`src/rtl/riscv_privileged_pkg.sv`:
```
// Privileged-architecture definitions shared by the M-mode trap controller:
// CSR command encoding, CSR addresses, mstatus field positions, mtvec modes,
// exception/interrupt codes and the trap sequencing state type.
package riscv_privileged_pkg;

    typedef enum logic [1:0] {
        CSR_CMD_NONE           = 2'd0,
        CSR_CMD_READ_ONLY      = 2'd1,
        CSR_CMD_WRITE_ONLY     = 2'd2,
        CSR_CMD_WRITE_AND_READ = 2'd3
    } csr_command_t;

    typedef enum logic [1:0] {
        IDLE          = 2'd0,
        TRAP_REDIRECT = 2'd1,
        MRET_REDIRECT = 2'd2
    } trap_state_t;

    // Modes 2 and 3 are reserved; writes carrying them leave the mode alone.
    typedef enum logic [1:0] {
        MTVEC_DIRECT     = 2'd0,
        MTVEC_VECTORED   = 2'd1,
        MTVEC_RESERVED_2 = 2'd2,
        MTVEC_RESERVED_3 = 2'd3
    } mtvec_mode_t;

    localparam logic [11:0] CSR_MSTATUS  = 12'h300;
    localparam logic [11:0] CSR_MISA     = 12'h301;
    localparam logic [11:0] CSR_MIE      = 12'h304;
    localparam logic [11:0] CSR_MTVEC    = 12'h305;
    localparam logic [11:0] CSR_MSCRATCH = 12'h340;
    localparam logic [11:0] CSR_MEPC     = 12'h341;
    localparam logic [11:0] CSR_MCAUSE   = 12'h342;
    localparam logic [11:0] CSR_MTVAL    = 12'h343;
    localparam logic [11:0] CSR_MIP      = 12'h344;

    localparam int MSTATUS_MIE_BIT  = 3;
    localparam int MSTATUS_MPIE_BIT = 7;
    localparam int MSTATUS_MPP_LSB  = 11;

    // Interrupt codes double as bit positions in mip/mie.
    localparam int IRQ_CODE_MSI   = 3;
    localparam int IRQ_CODE_MTI   = 7;
    localparam int IRQ_CODE_MEI   = 11;
    localparam int IRQ_LOCAL_BASE = 16;

    localparam logic [4:0] EXC_INSTR_MISALIGNED = 5'd0;
    localparam logic [4:0] EXC_INSTR_ACCESS     = 5'd1;
    localparam logic [4:0] EXC_ILLEGAL_INSTR    = 5'd2;
    localparam logic [4:0] EXC_BREAKPOINT       = 5'd3;
    localparam logic [4:0] EXC_LOAD_MISALIGNED  = 5'd4;
    localparam logic [4:0] EXC_LOAD_ACCESS      = 5'd5;
    localparam logic [4:0] EXC_STORE_MISALIGNED = 5'd6;
    localparam logic [4:0] EXC_STORE_ACCESS     = 5'd7;
    localparam logic [4:0] EXC_ECALL_M          = 5'd11;

    function automatic logic csr_cmd_reads(input csr_command_t cmd);
        return (cmd == CSR_CMD_READ_ONLY) || (cmd == CSR_CMD_WRITE_AND_READ);
    endfunction

    function automatic logic csr_cmd_writes(input csr_command_t cmd);
        return (cmd == CSR_CMD_WRITE_ONLY) || (cmd == CSR_CMD_WRITE_AND_READ);
    endfunction

endpackage

```
`src/rtl/trap_interrupt_arbiter.sv`:
```
// Fixed-priority encoder over enabled pending interrupts:
// MEI > MSI > MTI > local lines, lowest local index first.
module trap_interrupt_arbiter
    import riscv_privileged_pkg::*;
#(
    parameter int NUM_LOCAL_IRQ = 16
) (
    input  logic                                            mei_i,
    input  logic                                            msi_i,
    input  logic                                            mti_i,
    input  logic [(NUM_LOCAL_IRQ > 0 ? NUM_LOCAL_IRQ : 1)-1:0] local_i,
    output logic                                            valid_o,
    output logic [5:0]                                      code_o
);

    // Later assignments win, so the loop runs from the lowest priority upward.
    always_comb begin
        valid_o = 1'b0;
        code_o  = '0;
        for (int i = NUM_LOCAL_IRQ - 1; i >= 0; i--) begin
            if (local_i[i]) begin
                valid_o = 1'b1;
                code_o  = 6'(IRQ_LOCAL_BASE + i);
            end
        end
        if (mti_i) begin
            valid_o = 1'b1;
            code_o  = 6'(IRQ_CODE_MTI);
        end
        if (msi_i) begin
            valid_o = 1'b1;
            code_o  = 6'(IRQ_CODE_MSI);
        end
        if (mei_i) begin
            valid_o = 1'b1;
            code_o  = 6'(IRQ_CODE_MEI);
        end
    end

endmodule

```
`src/rtl/trap_controller.sv`:
```
// Machine-mode trap controller: trap CSRs, exception capture, interrupt
// arbitration, trap entry / mret sequencing and a held PC-redirect request.
// Optional feature macro: TRAP_VECTORED_EN (writable mtvec.mode, vectored
// interrupt targets). Without it mtvec.mode is hardwired DIRECT.
//
// Redirect handshake: redirect_valid_o rises the cycle after trap entry or
// mret and stays high with redirect_pc_o stable until a cycle in which
// redirect_ready_i is high; the transfer completes on that clock edge and the
// controller returns to IDLE. Ready may already be high when valid rises.
module trap_controller
    import riscv_privileged_pkg::*;
#(
    parameter int               MXLEN         = 64,
    parameter int               NUM_LOCAL_IRQ = 16,
    parameter logic [MXLEN-1:0] BOOT_ADDRESS  = 'h8000_0000
) (
    input  logic                                               clock_i,
    input  logic                                               reset_i,
    input  logic [11:0]                                        csr_address_i,
    input  csr_command_t                                       csr_command_i,
    input  logic [MXLEN-1:0]                                   csr_write_data_i,
    output logic [MXLEN-1:0]                                   csr_read_data_o,
    output logic                                               csr_read_data_valid_o,
    input  logic                                               exception_valid_i,
    input  logic [4:0]                                         exception_cause_i,
    input  logic [MXLEN-1:0]                                   exception_pc_i,
    input  logic [MXLEN-1:0]                                   exception_tval_i,
    input  logic                                               mret_i,
    input  logic                                               next_pc_valid_i,
    input  logic [MXLEN-1:0]                                   next_pc_i,
    input  logic                                               irq_software_i,
    input  logic                                               irq_timer_i,
    input  logic                                               irq_external_i,
    input  logic [(NUM_LOCAL_IRQ > 0 ? NUM_LOCAL_IRQ : 1)-1:0] irq_local_i,
    output logic                                               redirect_valid_o,
    output logic [MXLEN-1:0]                                   redirect_pc_o,
    input  logic                                               redirect_ready_i,
    output logic                                               interrupt_pending_o,
    output trap_state_t                                        trap_state_o
);

    localparam int LOCAL_W = (NUM_LOCAL_IRQ > 0) ? NUM_LOCAL_IRQ : 1;

    // Bits of mip/mie that have an interrupt source behind them.
    function automatic logic [MXLEN-1:0] implemented_irq_mask();
        logic [MXLEN-1:0] m;
        m = '0;
        m[IRQ_CODE_MSI] = 1'b1;
        m[IRQ_CODE_MTI] = 1'b1;
        m[IRQ_CODE_MEI] = 1'b1;
        if (NUM_LOCAL_IRQ > 0) begin
            m[IRQ_LOCAL_BASE +: LOCAL_W] = '1;
        end
        return m;
    endfunction

    localparam logic [MXLEN-1:0] IRQ_MASK   = implemented_irq_mask();
    localparam logic [MXLEN-1:0] MISA_VALUE = (MXLEN'(2) << (MXLEN - 2)) | MXLEN'(1 << 8);

    trap_state_t            state_q, state_d;
    logic [MXLEN-1:0]       redirect_pc_q, redirect_pc_d;
    logic                   mstatus_mie_q, mstatus_mie_d;
    logic                   mstatus_mpie_q, mstatus_mpie_d;
    logic [MXLEN-1:0]       mie_q, mie_d;
    logic [MXLEN-1:2]       mtvec_base_q, mtvec_base_d;
    logic [MXLEN-1:0]       mscratch_q, mscratch_d;
    logic [MXLEN-1:0]       mepc_q, mepc_d;
    logic [MXLEN-1:0]       mcause_q, mcause_d;
    logic [MXLEN-1:0]       mtval_q, mtval_d;
    logic                   irq_sw_q, irq_timer_q, irq_ext_q;
    logic [LOCAL_W-1:0]     irq_local_q;
    mtvec_mode_t            mtvec_mode;

    logic [MXLEN-1:0]       mip;
    logic [MXLEN-1:0]       irq_enabled;
    logic [MXLEN-1:0]       mstatus_value;
    logic [MXLEN-1:0]       mepc_aligned;
    logic [MXLEN-1:0]       irq_target;
    logic                   arb_valid;
    logic [5:0]             arb_code;
    logic                   take_irq;
    logic                   csr_write_en;

`ifdef TRAP_VECTORED_EN
    mtvec_mode_t            mtvec_mode_q, mtvec_mode_d;
    assign mtvec_mode = mtvec_mode_q;
`else
    assign mtvec_mode = MTVEC_DIRECT;
`endif

    // Assemble mip from the registered interrupt lines and derived views.
    always_comb begin
        mip = '0;
        mip[IRQ_CODE_MSI] = irq_sw_q;
        mip[IRQ_CODE_MTI] = irq_timer_q;
        mip[IRQ_CODE_MEI] = irq_ext_q;
        if (NUM_LOCAL_IRQ > 0) begin
            mip[IRQ_LOCAL_BASE +: LOCAL_W] = irq_local_q;
        end
        irq_enabled = mip & mie_q;
        mstatus_value = '0;
        mstatus_value[MSTATUS_MIE_BIT]                    = mstatus_mie_q;
        mstatus_value[MSTATUS_MPIE_BIT]                   = mstatus_mpie_q;
        mstatus_value[MSTATUS_MPP_LSB +: 2]               = 2'b11;
        mepc_aligned = {mepc_q[MXLEN-1:2], 2'b00};
    end

    trap_interrupt_arbiter #(
        .NUM_LOCAL_IRQ (NUM_LOCAL_IRQ)
    ) u_arbiter (
        .mei_i   (irq_enabled[IRQ_CODE_MEI]),
        .msi_i   (irq_enabled[IRQ_CODE_MSI]),
        .mti_i   (irq_enabled[IRQ_CODE_MTI]),
        .local_i (irq_enabled[IRQ_LOCAL_BASE +: LOCAL_W]),
        .valid_o (arb_valid),
        .code_o  (arb_code)
    );

    // Combinational CSR read port; unimplemented addresses read as zero.
    always_comb begin
        csr_read_data_o       = '0;
        csr_read_data_valid_o = csr_cmd_reads(csr_command_i);
        case (csr_address_i)
            CSR_MSTATUS:  csr_read_data_o = mstatus_value;
            CSR_MISA:     csr_read_data_o = MISA_VALUE;
            CSR_MIE:      csr_read_data_o = mie_q;
            CSR_MIP:      csr_read_data_o = mip;
            CSR_MTVEC:    csr_read_data_o = {mtvec_base_q, mtvec_mode};
            CSR_MSCRATCH: csr_read_data_o = mscratch_q;
            CSR_MEPC:     csr_read_data_o = mepc_aligned;
            CSR_MCAUSE:   csr_read_data_o = mcause_q;
            CSR_MTVAL:    csr_read_data_o = mtval_q;
            default:      csr_read_data_valid_o = 1'b0;
        endcase
    end

    // Next-state: CSR writes first, then trap/mret updates override them.
    always_comb begin
        state_d        = state_q;
        redirect_pc_d  = redirect_pc_q;
        mstatus_mie_d  = mstatus_mie_q;
        mstatus_mpie_d = mstatus_mpie_q;
        mie_d          = mie_q;
        mtvec_base_d   = mtvec_base_q;
        mscratch_d     = mscratch_q;
        mepc_d         = mepc_q;
        mcause_d       = mcause_q;
        mtval_d        = mtval_q;
`ifdef TRAP_VECTORED_EN
        mtvec_mode_d   = mtvec_mode_q;
`endif

        take_irq   = mstatus_mie_q && next_pc_valid_i && arb_valid;
        irq_target = {mtvec_base_q, 2'b00};
        if (mtvec_mode == MTVEC_VECTORED) begin
            irq_target = irq_target + (MXLEN'(arb_code) << 2);
        end

        csr_write_en = (state_q == IDLE) && !exception_valid_i &&
                       csr_cmd_writes(csr_command_i);
        if (csr_write_en) begin
            case (csr_address_i)
                CSR_MSTATUS: begin
                    mstatus_mie_d  = csr_write_data_i[MSTATUS_MIE_BIT];
                    mstatus_mpie_d = csr_write_data_i[MSTATUS_MPIE_BIT];
                end
                CSR_MIE:      mie_d = csr_write_data_i & IRQ_MASK;
                CSR_MTVEC: begin
                    mtvec_base_d = csr_write_data_i[MXLEN-1:2];
`ifdef TRAP_VECTORED_EN
                    if (csr_write_data_i[1:0] == MTVEC_DIRECT ||
                        csr_write_data_i[1:0] == MTVEC_VECTORED) begin
                        mtvec_mode_d = mtvec_mode_t'(csr_write_data_i[1:0]);
                    end
`endif
                end
                CSR_MSCRATCH: mscratch_d = csr_write_data_i;
                CSR_MEPC:     mepc_d     = csr_write_data_i;
                CSR_MCAUSE:   mcause_d   = csr_write_data_i;
                CSR_MTVAL:    mtval_d    = csr_write_data_i;
                default:      ;
            endcase
        end

        case (state_q)
            IDLE: begin
                if (exception_valid_i) begin
                    mepc_d         = exception_pc_i;
                    mcause_d       = MXLEN'(exception_cause_i);
                    mtval_d        = exception_tval_i;
                    mstatus_mpie_d = mstatus_mie_q;
                    mstatus_mie_d  = 1'b0;
                    redirect_pc_d  = {mtvec_base_q, 2'b00};
                    state_d        = TRAP_REDIRECT;
                end else if (mret_i) begin
                    mstatus_mie_d  = mstatus_mpie_q;
                    mstatus_mpie_d = 1'b1;
                    redirect_pc_d  = mepc_aligned;
                    state_d        = MRET_REDIRECT;
                end else if (take_irq) begin
                    mepc_d         = next_pc_i;
                    mcause_d       = (MXLEN'(1) << (MXLEN - 1)) | MXLEN'(arb_code);
                    mtval_d        = '0;
                    mstatus_mpie_d = mstatus_mie_q;
                    mstatus_mie_d  = 1'b0;
                    redirect_pc_d  = irq_target;
                    state_d        = TRAP_REDIRECT;
                end
            end
            TRAP_REDIRECT, MRET_REDIRECT: begin
                if (redirect_ready_i) begin
                    state_d = IDLE;
                end
            end
            default: state_d = IDLE;
        endcase
    end

    // State, CSR and interrupt-synchroniser registers.
    always_ff @(posedge clock_i or posedge reset_i) begin
        if (reset_i) begin
            state_q        <= IDLE;
            redirect_pc_q  <= '0;
            mstatus_mie_q  <= 1'b0;
            mstatus_mpie_q <= 1'b0;
            mie_q          <= '0;
            mtvec_base_q   <= BOOT_ADDRESS[MXLEN-1:2];
            mscratch_q     <= '0;
            mepc_q         <= '0;
            mcause_q       <= '0;
            mtval_q        <= '0;
            irq_sw_q       <= 1'b0;
            irq_timer_q    <= 1'b0;
            irq_ext_q      <= 1'b0;
            irq_local_q    <= '0;
        end else begin
            state_q        <= state_d;
            redirect_pc_q  <= redirect_pc_d;
            mstatus_mie_q  <= mstatus_mie_d;
            mstatus_mpie_q <= mstatus_mpie_d;
            mie_q          <= mie_d;
            mtvec_base_q   <= mtvec_base_d;
            mscratch_q     <= mscratch_d;
            mepc_q         <= mepc_d;
            mcause_q       <= mcause_d;
            mtval_q        <= mtval_d;
            irq_sw_q       <= irq_software_i;
            irq_timer_q    <= irq_timer_i;
            irq_ext_q      <= irq_external_i;
            irq_local_q    <= irq_local_i;
        end
    end

`ifdef TRAP_VECTORED_EN
    // Trap-vector mode register, only present when vectoring is enabled.
    always_ff @(posedge clock_i or posedge reset_i) begin
        if (reset_i) begin
            mtvec_mode_q <= MTVEC_DIRECT;
        end else begin
            mtvec_mode_q <= mtvec_mode_d;
        end
    end
`endif

    assign redirect_valid_o    = (state_q != IDLE);
    assign redirect_pc_o       = redirect_pc_q;
    assign interrupt_pending_o = |irq_enabled;
    assign trap_state_o        = state_q;

endmodule
```
`config.mk`:
```
export PLATFORM = sky130hd
export DESIGN_NAME = trap_controller
export DESIGN_NICKNAME = d
export VERILOG_FILES = /design/src/rtl/riscv_privileged_pkg.sv /design/src/rtl/trap_interrupt_arbiter.sv /design/src/rtl/trap_controller.sv
export SDC_FILE = /design/constraint.sdc
export NUM_CORES = 1
export LEC_CHECK = 0
export CAP_MARGIN = 40
export CORE_UTILIZATION = 56
export DETAILED_ROUTE_END_ITERATION = 7
export GPL_TIMING_DRIVEN = 0
export PLACE_DENSITY = 0.86
export SETUP_SLACK_MARGIN = 0.5
export SLEW_MARGIN = 30
export SYNTH_ARGS = -nofsm -noshare
export SYNTH_HDL_FRONTEND = slang
export SYNTH_SLANG_ARGS = --single-unit
```
`constraint.sdc`:
```
create_clock -name clock_i -period 33.2 [get_ports clock_i]
set_input_delay 6.64 -clock clock_i [delete_from_list [all_inputs] [get_ports clock_i]]
set_output_delay 6.64 -clock clock_i [all_outputs]
set_load 0.005 [all_outputs]
```
Word-level counts from Yosys, hierarchy flattened
Cells that the tools add are included.

operators by class
  multiplexer cells = 78
  bitwise gates (word level) = 1
  eq/ne operators = 16
  reduce and logical (&&, ||, !) cells = 18

operators with widths
  cell                    count
  $mux W64                21
  $pmux W64 S9            1
  $eq A12 B10 Y1 const B  9
  $mux W5                 19
  $reduce_or A64 Y1       1
  $and A32 B32 Y32        1
  $mux W1                 32
  $reduce_and A2 Y1       5
  $reduce_or A9 Y1        1
  $mux W2                 4
  $eq A2 B2 Y1 const B    3
  $eq A2 B1 Y1 const B    2
  $logic_and A1 B1 Y1     4
  $ne A4 B4 Y1 const B    1
  $pmux W2 S2             1
  $reduce_bool A3 Y1      1
  $logic_not A2 Y1        1
  $logic_or A1 B1 Y1      2
  $ne A2 B2 Y1 const B    1
  $reduce_bool A2 Y1      1
  $reduce_or A2 Y1        1
  $logic_not A1 Y1        1

storage, ports and cells
  input port bits = 300
  logic and storage cells = 127
  register bits after elaboration = 424

Depth between registers and ports, before layout
Gate-level depths: netlist (run 1).

  depth after elaboration = 25
  depth in mapped cells = 11
  depth with buffers taken out = 7

By module
Synthesis (run 1) repeated with hierarchy kept, for this count alone.

second synthesis, totals
  cells, all modules = 2,039
  area, all modules = 20,885.0 µm²

by module, submodules not included
  module                  instances  cells an instance  sequential area each (µm²)  area each (µm²)
  trap_controller         1          1,999              10,511.3                    20,666.1
  trap_interrupt_arbiter  1          40                 0.0                         219.0

Worst setup path before layout (run 1)
Ideal clock, no wire load.

  kind = input to output
  start = in csr_address_i[3]
  end = out csr_read_data_o[52]
  arrival time = 8,295 ps
  setup slack = 18,265 ps
  stages = 8
  required time = 26,560 ps
  cells stage by stage = clkbuf_1 -> nor2_1 -> nand4_1 -> nor3b_1 -> clkbuf_1 -> buf_1 -> nand2_1 -> nand2_1

between the ends
  cells in the longest elaborated chain, start to end = 2
  elaborated cells on any way between the ends = 10
  those cells by class = 9 x eq/ne; 1 x mux

ends and longest elaborated chain
  element             RTL line                RTL
  start: declaration  trap_controller.sv:19   input logic [11:0] csr_address_i,
  $eq A12 B10 Y1      trap_controller.sv:123  case (csr_address_i)
  $pmux W64 S9 *      trap_controller.sv:123
  end: declaration    trap_controller.sv:22   output logic [MXLEN-1:0] csr_read_data_o,

Every way passes the cells marked *; elsewhere a longest branch is shown, timed or not.

Worst setup path in the final report (run 1)
  start = in csr_address_i[5]
  end = out csr_read_data_o[62]

The elaborated chain is that of the path after synthesis.

==> qor.yml, run 1 <==
status: "finished with violations"
violations: "design-rule violations"
skew_ps: 24.3
utilization: 0.746
yosysTopAreaCell: "dfrtp_1"
combPwrFrac: 0.284
crit_arrival_ps: 10640
finish.instance_area_um2: 27200
ys_warn_count: 0
p_int_w: 0.00115
cts_tree: "built"
seqPwrFrac: 0.415
initial_core_util: 0.567
crit_path_max_fanout: 10
die_width_um: 194
cts_resized: 0
r2r_cells: 11
p_clk_frac: 0.301
grt_pass1_wl_um: 111000
ys.flop_type: "dfrtp_1"
switching_share: 0.314
rows: 70
post-route-drc-count: 3
worstSetupEndpointType: "output port"
clock.fmax_ghz: 0.0579
cts_buffer_depth: 3
antenna_found_initial: 8
r2r_end: "mepc_q[36]"
ios: 433
setup-tns-final_ps: 0
routed_wl_um: 73200
synth.top_cell.area_share: 0.506
htree_num_levels: 2
crit_type: "in2out"
setup_violations: 0
hold_buffers: 0
leakage_nw: 12.0
synth_area_leaders: "dfrtp_1 51%, mux2_2 17%, nand2_1 6.7%, mux2i_1 6.3%, a222oi_1 3.6%"
async_reset_ff_frac: 1.00
synth.cells.most_frequent: "419 x dfrtp_1, 367 x nand2_1, 313 x mux2_2, 130 x mux2i_1, 85 x clkbuf_1"
cp_top_family: "buffers and inverters"
max_slew_margin: 0.376
p_per_area_nw_per_um2: 61.7
hold_violations: 0
syn2layout_area_growth_pct: 31.5
crit_chain: "clkdlybuf4s50_1 -> nor3_1 -> nand4_1 -> nor3b_2 -> clkbuf_1 -> buf_1 -> nand2_1 -> nand2_1 -> clkdlybuf4s50_1"
fp.dieH_um: 194
finalCritPeriodShare: 0.520
grt_overflow_total: 0
maxCapViolCount: 0
via_per_inst: 6.44
r2r_slack_ps: 29990
dp_hpwl_um: 51800
crit_cells: 9
rr_startpoint: "trap_state_o[0]"
syn_area_um2: 20700
grt_use_total: 0.387
max_stage_delay_ps: 710
via_count: 18200
critical_path.slowest_cell: "nor3_1"
ys_seq_area_frac: 0.507
path_buf_inv: 4
worst_pin_slew_ps: 929
placed_cell_area_um2: 25700
synthMostInstantiatedCell: "dfrtp_1"
avgRoutedWirePerCell_um: 25.9
synth_edf_count: 0
path_clk_slew_ps: 60
syn_area_per_cell_um2: 11.3
grt_max_degree: 98
final_antenna_net_count: 0
drive_above_1_share: 0.194
post_cts_buffers: 0
synth_cells: 1839
die_area_um2: 37800
firstDrtPassIters: 8
rsz0062_at_grt: "no"
grt_pass1_vias: 18600
endpoint: "csr_read_data_o[62]"
drv_slew: 0
cts-root-buf: "clkbuf_16"
synth.distinct_cells: 59
switchingPower_w: 0.000528
hold_class: "reg2reg"
nets: 2621
core_area_um2: 36500
worstPathRequired_ps: 26560
ys_seq_elements: 420
cts_sinks: 420
start_kind: "primary input"
port_buffers: 423
worstSetupStartpoint: "csr_address_i[5]"
gp_congestion: 0.936
final.min_clock_period_ps: 17280
peakVddDrop_mv: 0.0418
clock_latency_ps: 570
cts_buffers: 44
drtIter0Drc: 2295
state kept, by name, summed over array words and instances, names as in the netlist, 2 cells and up:
signal / cells
redirect_pc_o: 62
irq_local_q: 16
mtvec_base_q: 62
mtval_q: 64
trap_state_o: 2
mepc_q: 62
mcause_q: 64
mie_q: 19
mscratch_q: 64
layout make-up:
cell class,instances,area [µm²]
fill,2408,9290
multi-input combinational,1217,9310
clock inverter,13,155
clock buffer,67,1320
buffer,137,676
sequential,420,10500
antenna,6,15.0
inverter,66,255
timing repair buffer,434,4410
tap,468,586
worst min path at each step:
stage	startpoint	endpoint	slack, ps	cells past startpoint
after floorplan	mscratch_q[36]	mscratch_q[36]	460	1
after global placement	redirect_pc_o[47]	redirect_pc_o[47]	470	1
after detailed placement	mscratch_q[36]	mscratch_q[36]	480	1
after CTS	mscratch_q[38]	mscratch_q[38]	490	1
after global routing	redirect_pc_o[13]	redirect_pc_o[13]	510	1
final	redirect_pc_o[47]	redirect_pc_o[47]	490	1
cells by family after synthesis:
kind of cell / Yosys count / share of synthesized area
buf+inv: 203 / 0.0445
flops: 420 / 0.507
mux: 463 / 0.244
simple gates: 428 / 0.0872
other cells: 1 / 0.000181
fa+ha+maj: 1 / 0.000604
compound gates: 323 / 0.116
layer usage:
metal / wire length, µm / GRT usage / vias up
li1: - / - / 7663
met1: 27900 / 0.501 / 9054
met2: 34000 / 0.615 / 1234
met3: 7150 / 0.0779 / 270
met4: 4130 / 0.208 / 4
met5: 27 / 0 / -
power groups by stage:
stage	registers, W	logic (W)	clock network, W
2_1_floorplan	0.000676	0.000263	0
3_3_place_gp	0.000695	0.000444	0
4_1_cts	0.000694	0.000470	0.000506
6_report	0.000697	0.000478	0.000506
5_1_grt	0.000706	0.000508	0.000525
3_5_place_dp	0.000700	0.000463	0
placed cells by master (no fill, tap or decap), types with 3 or more instances in the layout:
master / n
buf_6: 15
bufinv_16: 3
clkdlybuf4s50_1: 423
buf_2: 29
nand4bb_1: 3
diode_2: 6
nor3_1: 3
a31oi_1: 3
o21ai_1: 60
nand2_1: 367
and2_1: 5
a22o_1: 4
o21ai_0: 11
clkbuf_1: 95
buf_4: 11
a221o_1: 5
a221oi_1: 3
clkbuf_8: 11
a222oi_1: 75
clkinv_2: 5
nand3_1: 7
inv_1: 65
a311oi_1: 3
clkbuf_16: 45
nor2_1: 12
a211oi_1: 3
a32o_1: 4
clkinvlp_4: 3
nor4_1: 3
mux2_1: 20
dfrtp_1: 419
mux2i_1: 130
mux2_2: 313
nor2b_1: 5
nor4_4: 3
a21oi_1: 63
buf_16: 4
a22oi_1: 15
o221ai_1: 63
per-stage QoR:
step | hold slack [ps] | instances | setup WS, ps | power (W)
finish | 491 | 2828 | 15920 | 0.00168
global route | 514 | 2827 | 15900 | 0.00174
CTS | 493 | 2820 | 16060 | 0.00167
detailed placement | 480 | 2740 | 16060 | 0.00116
global placement | 472 | 2731 | 10190 | 0.00114
floorplan | 463 | 1840 | 14870 | 0.000939
(Power assumes the default switching activity.)
==> run 2: changes to the inputs <==
--- a/config.mk
+++ b/config.mk
@@ -6,10 +6,10 @@
 export NUM_CORES = 1
 export LEC_CHECK = 0
 export CAP_MARGIN = 40
-export CORE_UTILIZATION = 56
+export CORE_UTILIZATION = 52
 export DETAILED_ROUTE_END_ITERATION = 7
 export GPL_TIMING_DRIVEN = 0
-export PLACE_DENSITY = 0.86
+export PLACE_DENSITY = 0.81
 export SETUP_SLACK_MARGIN = 0.5
 export SLEW_MARGIN = 30
 export SYNTH_ARGS = -nofsm -noshare
==> constraint.sdc (replaced) <==
create_clock -name clock_i -period 18.13 [get_ports clock_i]
set_input_delay 3.626 -clock clock_i [delete_from_list [all_inputs] [get_ports clock_i]]
set_output_delay 3.626 -clock clock_i [all_outputs]
set_load 0.005 [all_outputs]
==> run 2 against run 1 <==
Net effect: the flow still finishes with violations (design-rule violations); cell count up 1.9%; critical path depth unchanged; setup slack got worse by 9100 ps; worst hold slack about the same; critical endpoint is now csr_read_data_o[53]; highest routed layer unchanged.
==> qor.yml, run 2 (synthesis gave the netlist of run 1 again) <==
peakVddDrop_mv: 0.0708  # +69%
r2r_slack_ps: 14910  # -15,080 ps
leakage_nw: 12.1  # +0.47%
post_cts_buffers: 0  # unchanged
placed_cell_area_um2: 25800  # +0.22%
initial_core_util: 0.531  # -0.0361
worst_pin_slew_ps: 921  # -8.55 ps
cts-root-buf: "clkbuf_16"
min_from: "redirect_pc_o[41]"
via_per_inst: 6.18  # -4.1%
hold_end: "redirect_pc_o[41]"
gp_congestion: 0.888  # -5.1%
hold_buffers: 0  # unchanged
post-route-drc-count: 13  # +10
dp_hpwl_um: 52800  # +1.8%
r2r_cells: 11  # unchanged
p_per_area_nw_per_um2: 114  # +84%
drv_slew: 0  # unchanged
hold_class: "reg2reg"
top_regs: "mcause_q x64, mscratch_q x64, mtval_q x64"
cts_buffers: 46  # +4.5%
nets: 2624  # +0.11%
grt_use_total: 0.362  # -0.0246
power_w: 0.00311  # +85%
ios: 433  # unchanged
cts_sinks: 420  # unchanged
clock.fmax_ghz: 0.0885
grt_overflow_total: 0  # unchanged
num-fill-cells: 2818  # +17%
avgRoutedWirePerCell_um: 25.6  # -1.1%
worstPathRequired_ps: 14500  # -12,060 ps
finalCritPeriodShare: 0.623
routed_wl_um: 73800  # +0.82%
port_buffers: 423  # unchanged
clock_latency_ps: 600  # +30 ps
crit_path_max_fanout: 10  # unchanged
setup-tns-final_ps: 0  # unchanged
crit_type: "in2out"
worstSetupStartpoint: "csr_address_i[5]"
die_area_um2: 40600  # +7.6%
antenna_found_initial: 8  # unchanged
worstSetupEndpointType: "output port"
grt_pass1_wl_um: 111000  # -0.14%
final_common_cell: "clkdlybuf4s50_1"
rsz0062_at_grt: "no"
skew_ps: 28.1  # +3.87 ps
maxCapViolCount: 0  # unchanged
cts_tree: "built"
crit_chain: "clkdlybuf4s50_1 -> nor3_1 -> nand4_1 -> nor3b_2 -> clkbuf_1 -> buf_1 -> nand2_1 -> nand2_1 -> clkdlybuf4s50_1"
status: "finished with violations"
drive_above_1_share: 0.196  # +0.00222
cts_buffer_depth: 3  # unchanged
via_count: 17800  # -2.3%
hold_depth: 1  # unchanged
path_clk_slew_ps: 60  # about the same
core_area_um2: 39000  # +6.8%
final.min_clock_period_ps: 11290
firstDrtPassIters: 8  # unchanged
finish.instance_area_um2: 27400  # +0.62%
crit_arrival_ps: 7670  # -2970 ps
start_kind: "primary input"
post-place-ws_ps: 6870  # -9190 ps
final_antenna_net_count: 0  # unchanged
critical_path.slowest_cell: "nor3b_2"
drtIter0Drc: 2134  # -7.0%
cts_resized: 0  # unchanged
hold_violations: 0  # unchanged
grt_pass1_vias: 18400  # -1.1%
rr_startpoint: "trap_state_o[0]"
max_slew_margin: 0.384  # +0.00863
rows: 72  # +2.9%
max_stage_delay_ps: 640  # -70 ps
layout_setup_ws_ps: 6840  # -9090 ps
syn2layout_area_growth_pct: 32.3
fp.dieH_um: 202  # +3.7%
grt_max_degree: 97  # -1.0%
die_width_um: 202  # +3.7%
utilization: 0.703  # -0.0432
htree_num_levels: 2  # unchanged
violations: "design-rule violations"
r2r_end: "mcause_q[63]"
final_cell_mix: "423 x clkdlybuf4s50_1, 419 x dfrtp_1, 367 x nand2_1, 313 x mux2_2, 130 x mux2i_1"
setup_violations: 0  # unchanged
## run 2: metal layers
metal / vias up / track usage / part of all wire
met2: 1051 / 0.584 / 0.48
met3: 181 / 0.0745 / 0.090
met1: 8902 / 0.467 / 0.39
met4: 4 / 0.173 / 0.043
met5: - / 0 / 0.00031
li1: 7673 / - / -
## run 2: stage by stage
stage	hold WS (ps)	cells
after detailed placement	480	2789
after global placement	474	2781
after CTS	493	2872
after floorplan	463	1840
final	491	2882
after global routing	507	2881
## run 2: worst max path at each step
stage                          endpoint  cells past startpoint
global placement      redirect_pc_o[29]                      2
global route        csr_read_data_o[53]                      9
finish              csr_read_data_o[53]                      9
floorplan                     irq_ext_q                      1
CTS                 csr_read_data_o[53]                      9
detailed placement  csr_read_data_o[53]                      9
## run 2: critical path, delay by kind of cell
family | cells | cell delay (ps)
buffers and inverters | 4 | 2120
AND/OR/NAND/NOR | 5 | 1900
## run 2: cell type report
type	count	area, µm²	share of cell area
clock buffers	72	1410	0.0514
flip-flops and latches	420	10500	0.384
repair buffers	435	4420	0.161
clock inverters	11	155	0.00566
inverters	66	255	0.00931
plain buffers	137	676	0.0247
diodes	6	15.0	0.000548
well taps	518	648	0.0236
multi-input cells	1217	9310	0.340
## run 2: power by group
| group | internal [W] | switching, W |
|---|---|---|
| Clock | 0.000577 | 0.000396 |
| Sequential | 0.00113 | 0.000141 |
| Combinational | 0.000430 | 0.000437 |
